==> src/rtl/fir_frame_sequencer.sv <==
// Paces one frame of samples into an AXI-Stream FIR, appends zero flush samples,
// and forwards the FIR output stream with tlast on the final expected beat.
module fir_frame_sequencer #(
  parameter int DATA_W    = 16,
  parameter int LEN_W     = 16,
  parameter int RATE_DIV  = 4,
  parameter int FLUSH_LEN = 32,
  parameter int TIMEOUT   = 1024
) (
  input  logic              aclk,
  input  logic              rst,
  input  logic              start,
  input  logic [LEN_W-1:0]  frame_len,
  output logic              busy,
  output logic              done,
  output logic              err,
  input  logic              src_tvalid,
  input  logic [DATA_W-1:0] src_tdata,
  output logic              src_tready,
  output logic              fir_s_tvalid,
  output logic [DATA_W-1:0] fir_s_tdata,
  input  logic              fir_s_tready,
  input  logic              fir_m_tvalid,
  input  logic [DATA_W-1:0] fir_m_tdata,
  output logic              dst_tvalid,
  output logic [DATA_W-1:0] dst_tdata,
  output logic              dst_tlast
);

  localparam int CW = LEN_W + 1;
  localparam int PW = (RATE_DIV > 1) ? $clog2(RATE_DIV) : 1;
  localparam int FW = $clog2(FLUSH_LEN + 1);
  localparam int TW = $clog2(TIMEOUT + 1);

  typedef enum logic [2:0] {
    S_IDLE,
    S_FEED,
    S_FLUSH,
    S_DRAIN,
    S_DONE
  } state_t;

  state_t            state, state_nxt;
  logic [CW-1:0]     len_q;
  logic [CW-1:0]     in_cnt;
  logic [CW-1:0]     out_cnt;
  logic [FW-1:0]     fl_cnt;
  logic [PW-1:0]     pace, pace_nxt;
  logic [TW-1:0]     idle_cnt;
  logic              hold_valid;
  logic [DATA_W-1:0] hold_data;

  logic          fir_hs;
  logic          slot;
  logic          src_hs;
  logic          zero_ld;
  logic          active;
  logic          fwd;
  logic          stray;
  logic          out_last;
  logic          hold_drained;
  logic          timeout_hit;
  logic [CW-1:0] target;

  assign busy         = (state != S_IDLE);
  assign done         = (state == S_DONE);
  assign fir_s_tvalid = hold_valid;
  assign fir_s_tdata  = hold_data;

  assign fir_hs       = hold_valid & fir_s_tready;
  assign hold_drained = ~hold_valid | fir_hs;
  assign target       = len_q + CW'(FLUSH_LEN);
  assign out_last     = (out_cnt == target);
  assign active       = (state == S_FEED) | (state == S_FLUSH)
                      | (state == S_DRAIN);
  assign fwd          = active & fir_m_tvalid;
  assign stray        = ~active & fir_m_tvalid;

  // pace_nxt is the counter value in the cycle a freshly loaded beat is
  // presented, so a load is allowed only if that value will be zero.
  always_comb begin
    pace_nxt = pace;
    if (fir_hs)
      pace_nxt = PW'(RATE_DIV - 1);
    else if (pace != '0)
      pace_nxt = pace - PW'(1);
  end

  assign slot       = hold_drained & (pace_nxt == '0);
  assign src_tready = (state == S_FEED) & slot & (in_cnt < len_q);
  assign src_hs     = src_tready & src_tvalid;
  assign zero_ld    = (state == S_FLUSH) & slot
                    & (fl_cnt < FW'(FLUSH_LEN));
  assign timeout_hit = (state == S_DRAIN) & ~fir_m_tvalid & ~out_last
                     & (idle_cnt == TW'(TIMEOUT - 1));

  always_comb begin
    state_nxt = state;
    unique case (state)
      S_IDLE:
        if (start)
          state_nxt = (frame_len == '0) ? S_DONE : S_FEED;
      S_FEED:
        if ((in_cnt == len_q) && hold_drained)
          state_nxt = S_FLUSH;
      S_FLUSH:
        if ((fl_cnt == FW'(FLUSH_LEN)) && hold_drained)
          state_nxt = S_DRAIN;
      S_DRAIN:
        if (out_last || timeout_hit)
          state_nxt = S_DONE;
      S_DONE:
        state_nxt = S_IDLE;
      default:
        state_nxt = S_IDLE;
    endcase
  end

  always_ff @(posedge aclk) begin
    if (rst) begin
      state      <= S_IDLE;
      len_q      <= '0;
      in_cnt     <= '0;
      out_cnt    <= '0;
      fl_cnt     <= '0;
      pace       <= '0;
      idle_cnt   <= '0;
      hold_valid <= 1'b0;
      hold_data  <= '0;
      err        <= 1'b0;
      dst_tvalid <= 1'b0;
      dst_tdata  <= '0;
      dst_tlast  <= 1'b0;
    end else begin
      state    <= state_nxt;
      pace     <= pace_nxt;
      idle_cnt <= ((state == S_DRAIN) && !fir_m_tvalid)
                ? idle_cnt + TW'(1) : '0;

      if (fir_hs)
        hold_valid <= 1'b0;
      if (src_hs) begin
        hold_valid <= 1'b1;
        hold_data  <= src_tdata;
        in_cnt     <= in_cnt + CW'(1);
      end else if (zero_ld) begin
        hold_valid <= 1'b1;
        hold_data  <= '0;
        fl_cnt     <= fl_cnt + FW'(1);
      end

      dst_tvalid <= fwd;
      if (fwd)
        dst_tdata <= fir_m_tdata;
      dst_tlast <= fwd & ~out_last & (out_cnt + CW'(1) == target);
      // out_cnt saturates at target; anything past it is an extra beat
      if (fwd) begin
        if (out_last)
          err <= 1'b1;
        else
          out_cnt <= out_cnt + CW'(1);
      end
      if (timeout_hit)
        err <= 1'b1;

      if ((state == S_IDLE) && start) begin
        len_q   <= CW'(frame_len);
        in_cnt  <= '0;
        out_cnt <= '0;
        fl_cnt  <= '0;
        pace    <= '0;
        err     <= 1'b0;
      end
      if (stray)
        err <= 1'b1;
    end
  end

endmodule
==> config.mk <==
export PLATFORM = sky130hd
export DESIGN_NAME = fir_frame_sequencer
export DESIGN_NICKNAME = d
export VERILOG_FILES = /design/src/rtl/fir_frame_sequencer.sv
export SDC_FILE = /design/constraint.sdc
export NUM_CORES = 1
export LEC_CHECK = 0
export BUFFER_PORTS_ARGS = -buffer_cell sky130_fd_sc_hd__buf_2
export CELL_PAD_IN_SITES_DETAIL_PLACEMENT = 1
export CELL_PAD_IN_SITES_GLOBAL_PLACEMENT = 1
export CORE_UTILIZATION = 35
export DETAILED_ROUTE_END_ITERATION = 12
export PLACE_DENSITY = 0.69
export SLEW_MARGIN = 20
export SYNTH_ARGS = -nofsm -noshare
export SYNTH_HDL_FRONTEND = slang
export SYNTH_SLANG_ARGS = --single-unit
==> constraint.sdc <==
create_clock -name aclk -period 4.44 [get_ports aclk]
set_clock_uncertainty 0.1 [all_clocks]
set_input_delay 1.332 -clock aclk [delete_from_list [all_inputs] [get_ports aclk]]
set_output_delay 1.332 -clock aclk [all_outputs]
set_load 0.02 [all_outputs]
======== After elaboration in Yosys (flattened, before gate mapping) ========
Cells that the tools add are included.
storage, ports and cells
  ROM bits ................................ 0
  flip-flop bits (word level) ............. 108
  bits in latches ......................... 0
  memory bits (writable) .................. 0
  memories kept ........................... 0
  output and inout port bits .............. 39
  input port bits ......................... 54
operators by class
  multiplexer cells ....................... 18
  divide/modulo/power cells ............... 0
  $add $sub $neg .......................... 6
  bitwise logic cells ..................... 23
  reduce and logical (&&, ||, !) cells .... 21
  multiply operators ...................... 0
  shift-type cells ........................ 0
  magnitude comparators ................... 2
  equal/unequal tests ..................... 13
operators by type and width
  kind                     count
  $add A17 B1 Y17 const B  2
  $eq A17 B17 Y1           2
  $mux W16                 2
  $add A16 B6 Y17 const B  1
  $eq A17 B16 Y1           1
  $lt A17 B16 Y1           1
  $logic_not A16 Y1        1
  $mux W3                  5
  $and A1 B1 Y1            14
  $pmux W3 S4              1
  $add A11 B1 Y11 const B  1
  $eq A11 B10 Y1 const B   1
  $mux W1                  8
  $reduce_bool A4 Y1       2
  $add A6 B1 Y6 const B    1
  $eq A3 B2 Y1 const B     2
  $eq A6 B6 Y1 const B     1
  $lt A6 B6 Y1 const B     1
  $ne A2 B1 Y1 const B     3
  $not A1 Y1               6
  $reduce_and A2 Y1        3
  $reduce_bool A3 Y1       2
  $logic_and A1 B1 Y1      4
  $mux W2                  2
  12 further kinds         16

======== Longest topological paths before layout ========
Gate-level depths: netlist (run 1).
  depth in word-level cells ............... 10
  gate-level depth with buffers ........... 12

======== Worst setup path before layout (run 1) ========
No wires, ideal clock.
  kind .................................... reg-to-output
  from .................................... reg len_q[10]
  to ...................................... out src_tready
  data arrival time ....................... 2417 ps
  stages on the path, launching flop included .. 11
  data required time ...................... 3008 ps
  setup slack ............................. 591 ps
  path through ............................ dfxtp_1 buf_2 inv_1 ha_1 a21o_1 a21o_1 a21o_1 a211o_1 o221a_2 clkbuf_1 nor2_1
on the way
  longest elaborated chain between the ends .. 2
RTL lines
  item                    RTL line  source
  start, declared         44        logic [CW-1:0] len_q;
  start signal, assigned  167       len_q <= CW'(frame_len);
  $lt A17 B16 Y1          90        assign src_tready = (state == S_FEED) & slot & (in_cnt < len_q);
  $and A1 B1 Y1           90
  end, declared           19        output logic src_tready,
Every way passes these cells.

======== Final worst setup path (run 1) ========
Ends and elaborated chain as after synthesis.

==> metrics.txt, run 1 <==
Post-Syn Nets=~820; switching part of the total=between 30% and 40%; CTS Sinks=~110; drt drc=0; Flop pwr share=roughly two fifths; status=complete, no violations; largest net degree at the start of global routing=41; setup ws final=roughly 0.19 ns; Setup Viol. Count Final=0; TritonCTS clock tree=yes; Slew headroom=a little under two fifths; met2 wire length=8800 um; PwrDens=roughly 430 nW/um2; Clk pin slew, worst setup/hold paths=0.08 ns; clk_lat worst skew=0.36 ns; Vias/cell=5.58; Synth async-reset ratio=0%; gr usage total=20.9%; count of final max-slew check failures=0; highest metal used=met4; die area=17400 um2; DR vias=around 5700; Final Critical Period=~4.3 ns; Die Y=132 um; postcts setup bufs=0; fin cells=1030; filler cell count in the final layout=just over 2000; Post-Route WL=about 18000 um; Hold Buf Count CTS=0; Pleak=between 2 and 3 nW; num rows=47; io pins=a little over 90; mapped cell area=between 5000 and 6000 um2; hold path start=dst_tdata[1]; Hold Path Stages=2; WL per Instance=~17 um; fin crit share=roughly 96%; Switch Pwr=approximately 1.1 mW; Cells after DPL=a little over 1000; RSZ-0062 raised after global routing=false; R2R Path End=out_cnt[14]; DR iter-0 viols=approximately 220; peak supply drop=just over 200 uV; total CTS buffers=9; root buf cell=clkbuf_16; CORE AREA=between 15000 and 20000 um2; Critical Path RT=3.01 ns; syn_area_per_cell=about 8.0 um2; setup_tns=0 ns; CP Data Arrival Time=2.82 ns; cells on worst reg2reg path=8; post-layout util=41.3%; Worst setup SP type=register; FF-to-FF setup slack=1.02 ns; first-pass GRT wire length=approximately 29000 um; reg2reg start=len_q[5]; Yosys reg bits=about 110; Max-Cap Viols=0; Syn Inst Count=between 700 and 800; crit path max fanout=8; share of layout cells above drive strength 1=approximately 16%; H-Tree Depth=3; GRT overflow=0; PortBufs=about 90; Starting Density=between 30% and 40%; 1st-pass router iterations=6; combinational share of power=about a third; Clk network pwr share=28.6%; RePlAce Congestion=0.848; crit path kind=reg -> out; hpwl dp=between 10000 and 15000 um; ant diodes=0; Max Buffers Root-to-Sink=2; Horiz. Die Dim=between 100 and 150 um; M1 wire length=approximately 8000 um; met3 routed WL=491 um; worst slew pin tran=around 0.93 ns; Max Clock Freq=between 200 and 250 MHz; vias in the first global route=5835; sequential area share after synthesis=between 30% and 40%; Fin. Hold Viols=0; synth warn=0; synth unique cells=56; pre-CTS WS=0.581 ns; fin nets=881; cts repair resizes=0; DRT antenna net count=0; hold crit path type=reg -> reg; area grow syn2layout=15.5%; ys flop type=dfxtp_1; initial antenna violation count=0; Post-synth EDFFs=0; P_int=around 1.8 mW; Critical Path Sink Type=output pin; WHS Endpoint=dst_tdata[1]
-- routing by layer --
| layer | GRT usage [%] | vias to the layer above |
|---|---|---|
| li1 | - | 2814 |
| met1 | 25.9 | 2802 |
| met2 | 36.5 | 102 |
| met3 | 2.42 | 27 |
| met4 | 8.79 | 0 |
| met5 | 0 | - |
-- layout make-up --
class	instances	area (um2)	share of cell area, %
inverters	26	97.6	1.43
multi-input cells	559	3450	50.6
clock buffers	10	239	3.50
well taps	220	275	4.03
repair buffers	101	528	7.73
flip-flops and latches	108	2160	31.7
clock inverters	6	71.3	1.04
-- flip-flops by register name (all words and copies together) (netlist names) --
register	flops
dst_tlast	1
idle_cnt	11
fir_s_tvalid	1
pace	2
state	3
err	1
out_cnt	17
in_cnt	17
fl_cnt	6
dst_tdata	16
len_q	16
dst_tvalid	1
fir_s_tdata	16
-- power groups by stage --
stage / Combinational, mW / Sequential [mW] / Clock (mW)
final: 0.959 / 1.16 / 0.849
after global routing: 1.06 / 1.18 / 0.915
after CTS: 0.970 / 1.16 / 0.869
after detailed placement: 0.961 / 1.18 / 0
after global placement: 0.926 / 1.17 / 0
after floorplan: 0.631 / 1.20 / 0
-- worst max-delay path: stages, from the launching register on --
cell and delay, ns:
dfxtp_1 0.48, inv_1 0.11, ha_1 0.32, a21o_1 0.16, a21o_1 0.17, a21o_1 0.21
a211o_1 0.30, o221a_2 0.28, nor2_1 0.20, buf_2 0.22
-- cell families (layout without fill, tap and decap cells) --
family | Yosys count | count (layout) | synth area share, %
muxes | 1 | 1 | 0.169
DFF | 108 | 108 | 36.6
buffers and inverters | 75 | 143 | 5.25
xor gates and xnor gates | 46 | 46 | 7.05
AOI/OAI and AO/OA | 182 | 182 | 19.5
and+or+nand+nor | 308 | 308 | 26.8
adders and majority gates | 22 | 22 | 4.66
-- metrics by stage --
stage	hold WS (ns)	total power, mW	area [um2]
4_1_cts	0.360	3.00	6830
3_3_place_gp	0.341	2.10	6520
3_5_place_dp	0.349	2.14	6520
2_1_floorplan	0.330	1.83	5910
6_report	0.359	2.97	6830
5_1_grt	0.378	3.15	6830
-- cells in the mapped netlist (14+ instances only) --
| master | n | share of area [%] |
|---|---|---|
| dfxtp_1 | 108 | 37 |
| ha_1 | 22 | 4.7 |
| clkbuf_1 | 31 | 2.0 |
| xnor2_1 | 28 | 4.1 |
| o211ai_1 | 18 | 2.3 |
| o31ai_1 | 22 | 2.8 |
| inv_1 | 26 | 1.7 |
| nand3_1 | 39 | 3.3 |
| a21oi_1 | 82 | 6.9 |
| nand4_1 | 18 | 1.9 |
| nand2_1 | 101 | 6.4 |
| nor2_1 | 46 | 2.9 |
| or4_1 | 19 | 2.4 |
| xor2_1 | 17 | 2.5 |
| and3_1 | 14 | 1.5 |
-- worst max-delay path by stage --
| stage | from | end | slack [ns] | cells past startpoint |
|---|---|---|---|---|
| after floorplan | len_q[10] | src_tready | 0.59 | 10 |
| after global placement | len_q[10] | src_tready | 0.65 | 9 |
| after detailed placement | len_q[10] | src_tready | 0.58 | 9 |
| after CTS | len_q[10] | src_tready | 0.17 | 9 |
| after global routing | len_q[10] | src_tready | 0.04 | 9 |
| final | len_q[10] | src_tready | 0.19 | 9 |
-- cell usage in the layout (no fill, tap or decap), types with 3 or more instances in the layout --
cell type / netlist / routed
dfxtp_1: 108 / 108
nand2_1: 101 / 100
buf_2: 11 / 92
a21oi_1: 82 / 82
nor2_1: 46 / 46
nand3_1: 39 / 39
xnor2_1: 28 / 28
inv_1: 26 / 26
o31ai_1: 22 / 22
ha_1: 22 / 22
or4_1: 19 / 19
nand4_1: 18 / 18
o211ai_1: 18 / 18
xor2_1: 17 / 17
and3_1: 14 / 14
a31oi_1: 13 / 13
o21ai_0: 12 / 12
nor3_1: 13 / 12
and4_1: 9 / 9
nor4_1: 9 / 9
clkbuf_16: 0 / 9
buf_4: 0 / 9
a41o_1: 7 / 7
or3_1: 7 / 7
and2_1: 7 / 7
a21o_1: 5 / 5
nor2b_1: 4 / 4
a211oi_1: 4 / 4
nand2b_1: 4 / 4
nor3b_1: 3 / 3
nand3b_1: 3 / 3
and4_4: 3 / 3
No activity file was read; power rests on OpenSTA's default activity.
==> inputs of run 2 (changes only) <==
--- a/config.mk
+++ b/config.mk
@@ -5,12 +5,12 @@
 export SDC_FILE = /design/constraint.sdc
 export NUM_CORES = 1
 export LEC_CHECK = 0
-export BUFFER_PORTS_ARGS = -buffer_cell sky130_fd_sc_hd__buf_2
 export CELL_PAD_IN_SITES_DETAIL_PLACEMENT = 1
 export CELL_PAD_IN_SITES_GLOBAL_PLACEMENT = 1
 export CORE_UTILIZATION = 35
 export DETAILED_ROUTE_END_ITERATION = 12
-export PLACE_DENSITY = 0.69
+export DONT_BUFFER_PORTS = 1
+export PLACE_DENSITY = 0.62
 export SLEW_MARGIN = 20
 export SYNTH_ARGS = -nofsm -noshare
 export SYNTH_HDL_FRONTEND = slang
==> run 2 against run 1 <==
  * Largest cell class unchanged
  * Critical path depth stayed put
  * Worst setup slack better by 0.057 ns
  * Wire length is 5.3% lower
  * Clock-buffer cell count is 2 higher
==> metrics.txt, run 2 (same netlist as run 1, synthesis figures left out) <==
Setup Viol. Count Final=0 (unchanged); io pins=93 (unchanged); gr usage total=19.9% (was 20.9%); RePlAce Congestion=0.855 (was 0.848); initial antenna violation count=0 (unchanged); Post-Route WL=16800 um (was 17800 um); crit-path cells=inv_1 -> ha_1 -> a21o_1 -> a21o_1 -> a21o_1 -> a211o_1 -> o221a_2 -> nor2_1 -> buf_4 (was inv_1 -> ha_1 -> a21o_1 -> a21o_1 -> a21o_1 -> a211o_1 -> o221a_2 -> nor2_1 -> buf_2); Critical Path Most Common Cell=a21o_1 (unchanged); most frequent cells in the layout=dfxtp_1 (108), nand2_1 (100), a21oi_1 (82) (was dfxtp_1 (108), nand2_1 (100), buf_2 (92)); Clk pin slew, worst setup/hold paths=0.07 ns (was 0.08 ns); status=complete, no violations (unchanged); Slew headroom=39.8% (was 38.1%); CTS Sinks=108 (unchanged); WHS=0.364 ns (was 0.359 ns); drt drc=0 (unchanged); DR iter-0 viols=249 (was 215); ant diodes=0 (unchanged); first-pass GRT wire length=27800 um (was 29400 um); DR vias=5348 (was 5745); die area=17400 um2 (unchanged); RSZ-0062 raised after global routing=false (unchanged); TritonCTS clock tree=yes (unchanged); root buf cell=clkbuf_16 (unchanged); postcts setup bufs=0 (unchanged); most common cell after layout, fill and taps aside=dfxtp_1 (unchanged); Critical Path Sink Type=output pin (unchanged); crit path kind=reg -> out (unchanged); worst slew pin tran=0.904 ns (was 0.926 ns); 1st-pass router iterations=4 (was 6); share of layout cells above drive strength 1=4.74% (was 15.8%); Max Clock Freq=238 MHz (was 235 MHz); Max Buffers Root-to-Sink=2 (unchanged); Worst path slowest cell=dfxtp_1 (unchanged); setup_tns=0 ns (unchanged); Pleak=2.21 nW (was 2.62 nW); Hold Buf Count CTS=0 (unchanged); GRT overflow=0 (unchanged); FF-to-FF setup slack=1.23 ns (was 1.02 ns); Starting Density=35.8% (unchanged); hpwl dp=12400 um (was 13200 um); CP Data Arrival Time=2.76 ns (was 2.82 ns); Pwr Total=2.85 mW (was 2.97 mW); Die Y=132 um (unchanged); reg2reg start=out_cnt[0] (was len_q[5]); Slowest Stage Delay on Critical Path=0.48 ns (about the same); Critical Path RT=3.01 ns (about the same); Horiz. Die Dim=132 um (unchanged); DRT antenna net count=0 (unchanged); H-Tree Depth=3 (unchanged); clk_lat worst skew=0.36 ns (about the same); Max-Cap Viols=0 (unchanged); num rows=47 (unchanged); Final Critical Period=4.20 ns (was 4.25 ns); biggest regs=in_cnt: 17 flops, out_cnt: 17 flops (unchanged); area grow syn2layout=7.53% (was 15.5%); crit path max fanout=8 (unchanged); peak supply drop=201 uV (was 202 uV); PortBufs=0 (was 92); CORE AREA=16500 um2 (unchanged); Vias/cell=5.70 (was 5.58); Worst setup SP type=register (unchanged); crit path launch=len_q[10] (unchanged); hold path start=pace[0] (was dst_tdata[1]); total CTS buffers=9 (unchanged); fin nets=790 (was 881); hold crit path type=reg -> reg (unchanged); WL per Instance=17.9 um (was 17.2 um); PwrDens=448 nW/um2 (was 435 nW/um2); largest net degree at the start of global routing=59 (was 41); Fin. Hold Viols=0 (unchanged); vias in the first global route=5419 (was 5835); count of final max-slew check failures=0 (unchanged); fin crit share=94.5% (was 95.8%); cts repair resizes=0 (unchanged)
## run 2: cell types whose count changed in the layout (fill, tap and decap cells not counted), sizes merged
cell,change
buf,-91
clkinvlp,-2
clkbuf,+2
inv,-1
## run 2: routing by layer
metal	GRT usage, %	wire length, um	vias up	part of all wire (%)
met5	0	0	-	0
met2	35.7	8490	67	50
li1	-	-	2633	-
met1	23.9	7500	2628	45
met4	7.30	310	0	1.8
met3	3.19	529	20	3.1
## run 2: power breakdown
| group | switching, mW | internal [mW] |
|---|---|---|
| Combinational | 0.538 | 0.258 |
| Clock | 0.371 | 0.453 |
| Sequential | 0.169 | 1.06 |
## run 2: area by class of cell
cell class                      instances  area [um2]
Fill cell                            1968       10200
Multi-Input combinational cell        559        3450
Sequential cell                       108        2160
Tap cell                              220         275
Clock buffer                           12         246
Inverter                               26        97.6
Timing Repair Buffer                   10        75.1
Clock inverter                          3        47.5
## run 2: critical path: cells and delay by family (launching register included)
family                   cells  cell delay (ns)
AO/OA/AOI/OAI                5             1.13
adder cells (fa/ha/maj)      1             0.32
flip-flops                   1             0.48
AND/OR/NAND/NOR              1             0.19
buffers and inverters        2             0.30
## run 2: worst paths after layout
check,to,cells past startpoint
max,src_tready,9
min,pace[1],2
max reg2reg,dst_tlast,8
min reg2reg,pace[1],2
## run 2: per-stage QoR
| step | cells | area [um2] | util [%] | worst slack, ns |
|---|---|---|---|---|
| floorplan | 742 | 5910 | - | 0.591 |
| global placement | 923 | 6060 | 36.7 | 0.685 |
| detailed placement | 923 | 6060 | 36.7 | 0.624 |
| CTS | 938 | 6360 | 38.5 | 0.226 |
| global route | 938 | 6360 | 38.5 | 0.121 |
| finish | 938 | 6360 | 38.5 | 0.244 |
==> inputs of run 3 (changes only) <==
--- a/config.mk
+++ b/config.mk
@@ -6,11 +6,11 @@
 export NUM_CORES = 1
 export LEC_CHECK = 0
 export CELL_PAD_IN_SITES_DETAIL_PLACEMENT = 1
-export CELL_PAD_IN_SITES_GLOBAL_PLACEMENT = 1
+export CELL_PAD_IN_SITES_GLOBAL_PLACEMENT = 2
 export CORE_UTILIZATION = 35
 export DETAILED_ROUTE_END_ITERATION = 12
 export DONT_BUFFER_PORTS = 1
-export PLACE_DENSITY = 0.62
+export PLACE_DENSITY = 0.75
 export SLEW_MARGIN = 20
 export SYNTH_ARGS = -nofsm -noshare
 export SYNTH_HDL_FRONTEND = slang
==> run 3 against run 2 <==
  * Cell count grew 0.11%
  * Power grew 0.84%
  * Worst hold slack lost 0.0014 ns
  * Clock-buffer cell count shrank 2
  * Critical path type unchanged
  * Largest power group unchanged
  * Combinational power is essentially flat
  * Non-clock buffer count is the same
==> metrics.txt, run 3 (same netlist as run 1, synthesis figures left out) <==
CP Data Arrival Time=2.78 ns (was 2.76 ns); die area=17400 um2 (unchanged); setup ws final=0.225 ns (was 0.244 ns); postcts setup bufs=0 (unchanged); WL per Instance=17.9 um (about the same); CORE AREA=16500 um2 (unchanged); fin crit share=94.9% (was 94.5%); status=complete, no violations (unchanged); Hold Path Stages=2 (unchanged); Critical Path Sink Type=output pin (unchanged); DRT antenna net count=0 (unchanged); worst slew pin tran=0.783 ns (was 0.904 ns); Worst setup SP type=register (unchanged); GRT overflow=0 (unchanged); Max Clock Freq=237 MHz (was 238 MHz); Flop pwr share=42.7% (was 43.1%); Cells after DPL=923 (unchanged); WHS=0.363 ns (was 0.364 ns); ant diodes=0 (unchanged); peak supply drop=198 uV (was 201 uV); fin nets=790 (unchanged); most common cell after layout, fill and taps aside=dfxtp_1 (unchanged); pre-CTS WS=0.604 ns (was 0.624 ns); RSZ-0062 raised after global routing=false (unchanged); num rows=47 (unchanged); crit path kind=reg -> out (unchanged); biggest regs=in_cnt: 17 flops, out_cnt: 17 flops (unchanged); CTS Sinks=108 (unchanged); Vias/cell=5.71 (was 5.70); largest net degree at the start of global routing=59 (unchanged); R2R Path End=dst_tlast (unchanged); Clk pin slew, worst setup/hold paths=0.08 ns (was 0.07 ns); Final Critical Period=4.21 ns (was 4.20 ns); FF-to-FF setup slack=1.13 ns (was 1.23 ns); Post-Route WL=16800 um (about the same); switching part of the total=38.3% (was 37.9%); 1st-pass router iterations=5 (was 4); Max-Cap Viols=0 (unchanged); hpwl dp=12600 um (was 12400 um); Hold Buf Count CTS=0 (unchanged); Pleak=2.22 nW (was 2.21 nW); share of layout cells above drive strength 1=5.01% (was 4.74%); first-pass GRT wire length=27600 um (was 27800 um); total CTS buffers=9 (unchanged); root buf cell=clkbuf_16 (unchanged); Setup Viol. Count Final=0 (unchanged); Max Buffers Root-to-Sink=2 (unchanged); H-Tree Depth=3 (unchanged); Die Y=132 um (unchanged); io pins=93 (unchanged); combinational share of power=27.6% (was 27.9%); initial antenna violation count=0 (unchanged); DR iter-0 viols=209 (was 249); reg2reg start=out_cnt[0] (unchanged); WHS Endpoint=pace[1] (unchanged); drt drc=0 (unchanged); PortBufs=0 (unchanged); hold crit path type=reg -> reg (unchanged); crit path max fanout=8 (unchanged); setup_tns=0 ns (unchanged); Starting Density=35.8% (unchanged); PwrDens=451 nW/um2 (was 448 nW/um2); gr usage total=19.8% (was 19.9%); Clk network pwr share=29.7% (was 28.9%); vias in the first global route=5366 (was 5419); Critical Path RT=3.01 ns (about the same); Fin. Hold Viols=0 (unchanged); area grow syn2layout=7.74% (was 7.53%); cts repair resizes=0 (unchanged); Pwr Total=2.87 mW (was 2.85 mW); Horiz. Die Dim=132 um (unchanged); count of final max-slew check failures=0 (unchanged); DR vias=5357 (was 5348); Slew headroom=47.6% (was 39.8%); RePlAce Congestion=0.825 (was 0.855); TritonCTS clock tree=yes (unchanged); clk_lat worst skew=0.36 ns (about the same); hold path start=pace[0] (unchanged); P_int=1.77 mW (about the same); fin cells=939 (was 938); cells on worst reg2reg path=8 (unchanged); most frequent cells in the layout=dfxtp_1 (108), nand2_1 (101), a21oi_1 (82) (was dfxtp_1 (108), nand2_1 (100), a21oi_1 (82)); Switch Pwr=1.10 mW (was 1.08 mW)
==> run 3: changes by cell type in the layout (fill, tap and decap cells not counted), sizes merged <==
cell,before,now
clkbuf,12,10
clkinv,2,3
inv,26,28
==> run 3: metrics by stage <==
| step | area, um2 | util (%) |
|---|---|---|
| 2_1_floorplan | 5910 | - |
| 3_5_place_dp | 6060 | 36.7 |
| 4_1_cts | 6370 | 38.6 |
| 6_report | 6370 | 38.6 |
| 5_1_grt | 6370 | 38.6 |
| 3_3_place_gp | 6060 | 36.7 |
==> run 3: final cells by class <==
cell class	instances	area [um2]
Inverter	26	97.6
Multi-Input combinational cell	559	3450
Timing Repair Buffer	10	75.1
Sequential cell	108	2160
Fill cell	1963	10200
Tap cell	220	275
Clock buffer	10	239
Clock inverter	6	70.1
==> run 3: critical path, cell delays in order (launching register included) <==
cell     delay (ns)
dfxtp_1        0.47
inv_1          0.10
ha_1           0.32
a21o_1         0.16
a21o_1         0.17
a21o_1         0.20
a211o_1        0.30
o221a_2        0.29
nor2_1         0.21
buf_4          0.20
==> run 3: power groups by stage <==
stage,Clock [mW],Combinational [mW],Sequential (mW)
3_5_place_dp,0,0.808,1.25
3_3_place_gp,0,0.778,1.24
5_1_grt,0.924,0.892,1.25
4_1_cts,0.881,0.812,1.23
2_1_floorplan,0,0.631,1.20
6_report,0.853,0.793,1.23
==> run 3: worst max path at each step <==
stage / depth (start not counted) / to / startpoint / slack [ns]
floorplan: 10 / src_tready / len_q[10] / 0.59
global placement: 9 / src_tready / len_q[10] / 0.65
detailed placement: 9 / src_tready / len_q[10] / 0.60
CTS: 9 / src_tready / len_q[10] / 0.20
global route: 9 / src_tready / len_q[10] / 0.09
finish: 9 / src_tready / len_q[10] / 0.23
==> run 3: layer usage <==
metal | routed length, um | global-route usage (%) | part of all wire [%]
met5 | 0 | 0 | 0
met4 | 146 | 5.68 | 0.87
met3 | 595 | 3.61 | 3.5
met2 | 8620 | 35.7 | 51
met1 | 7440 | 23.7 | 44
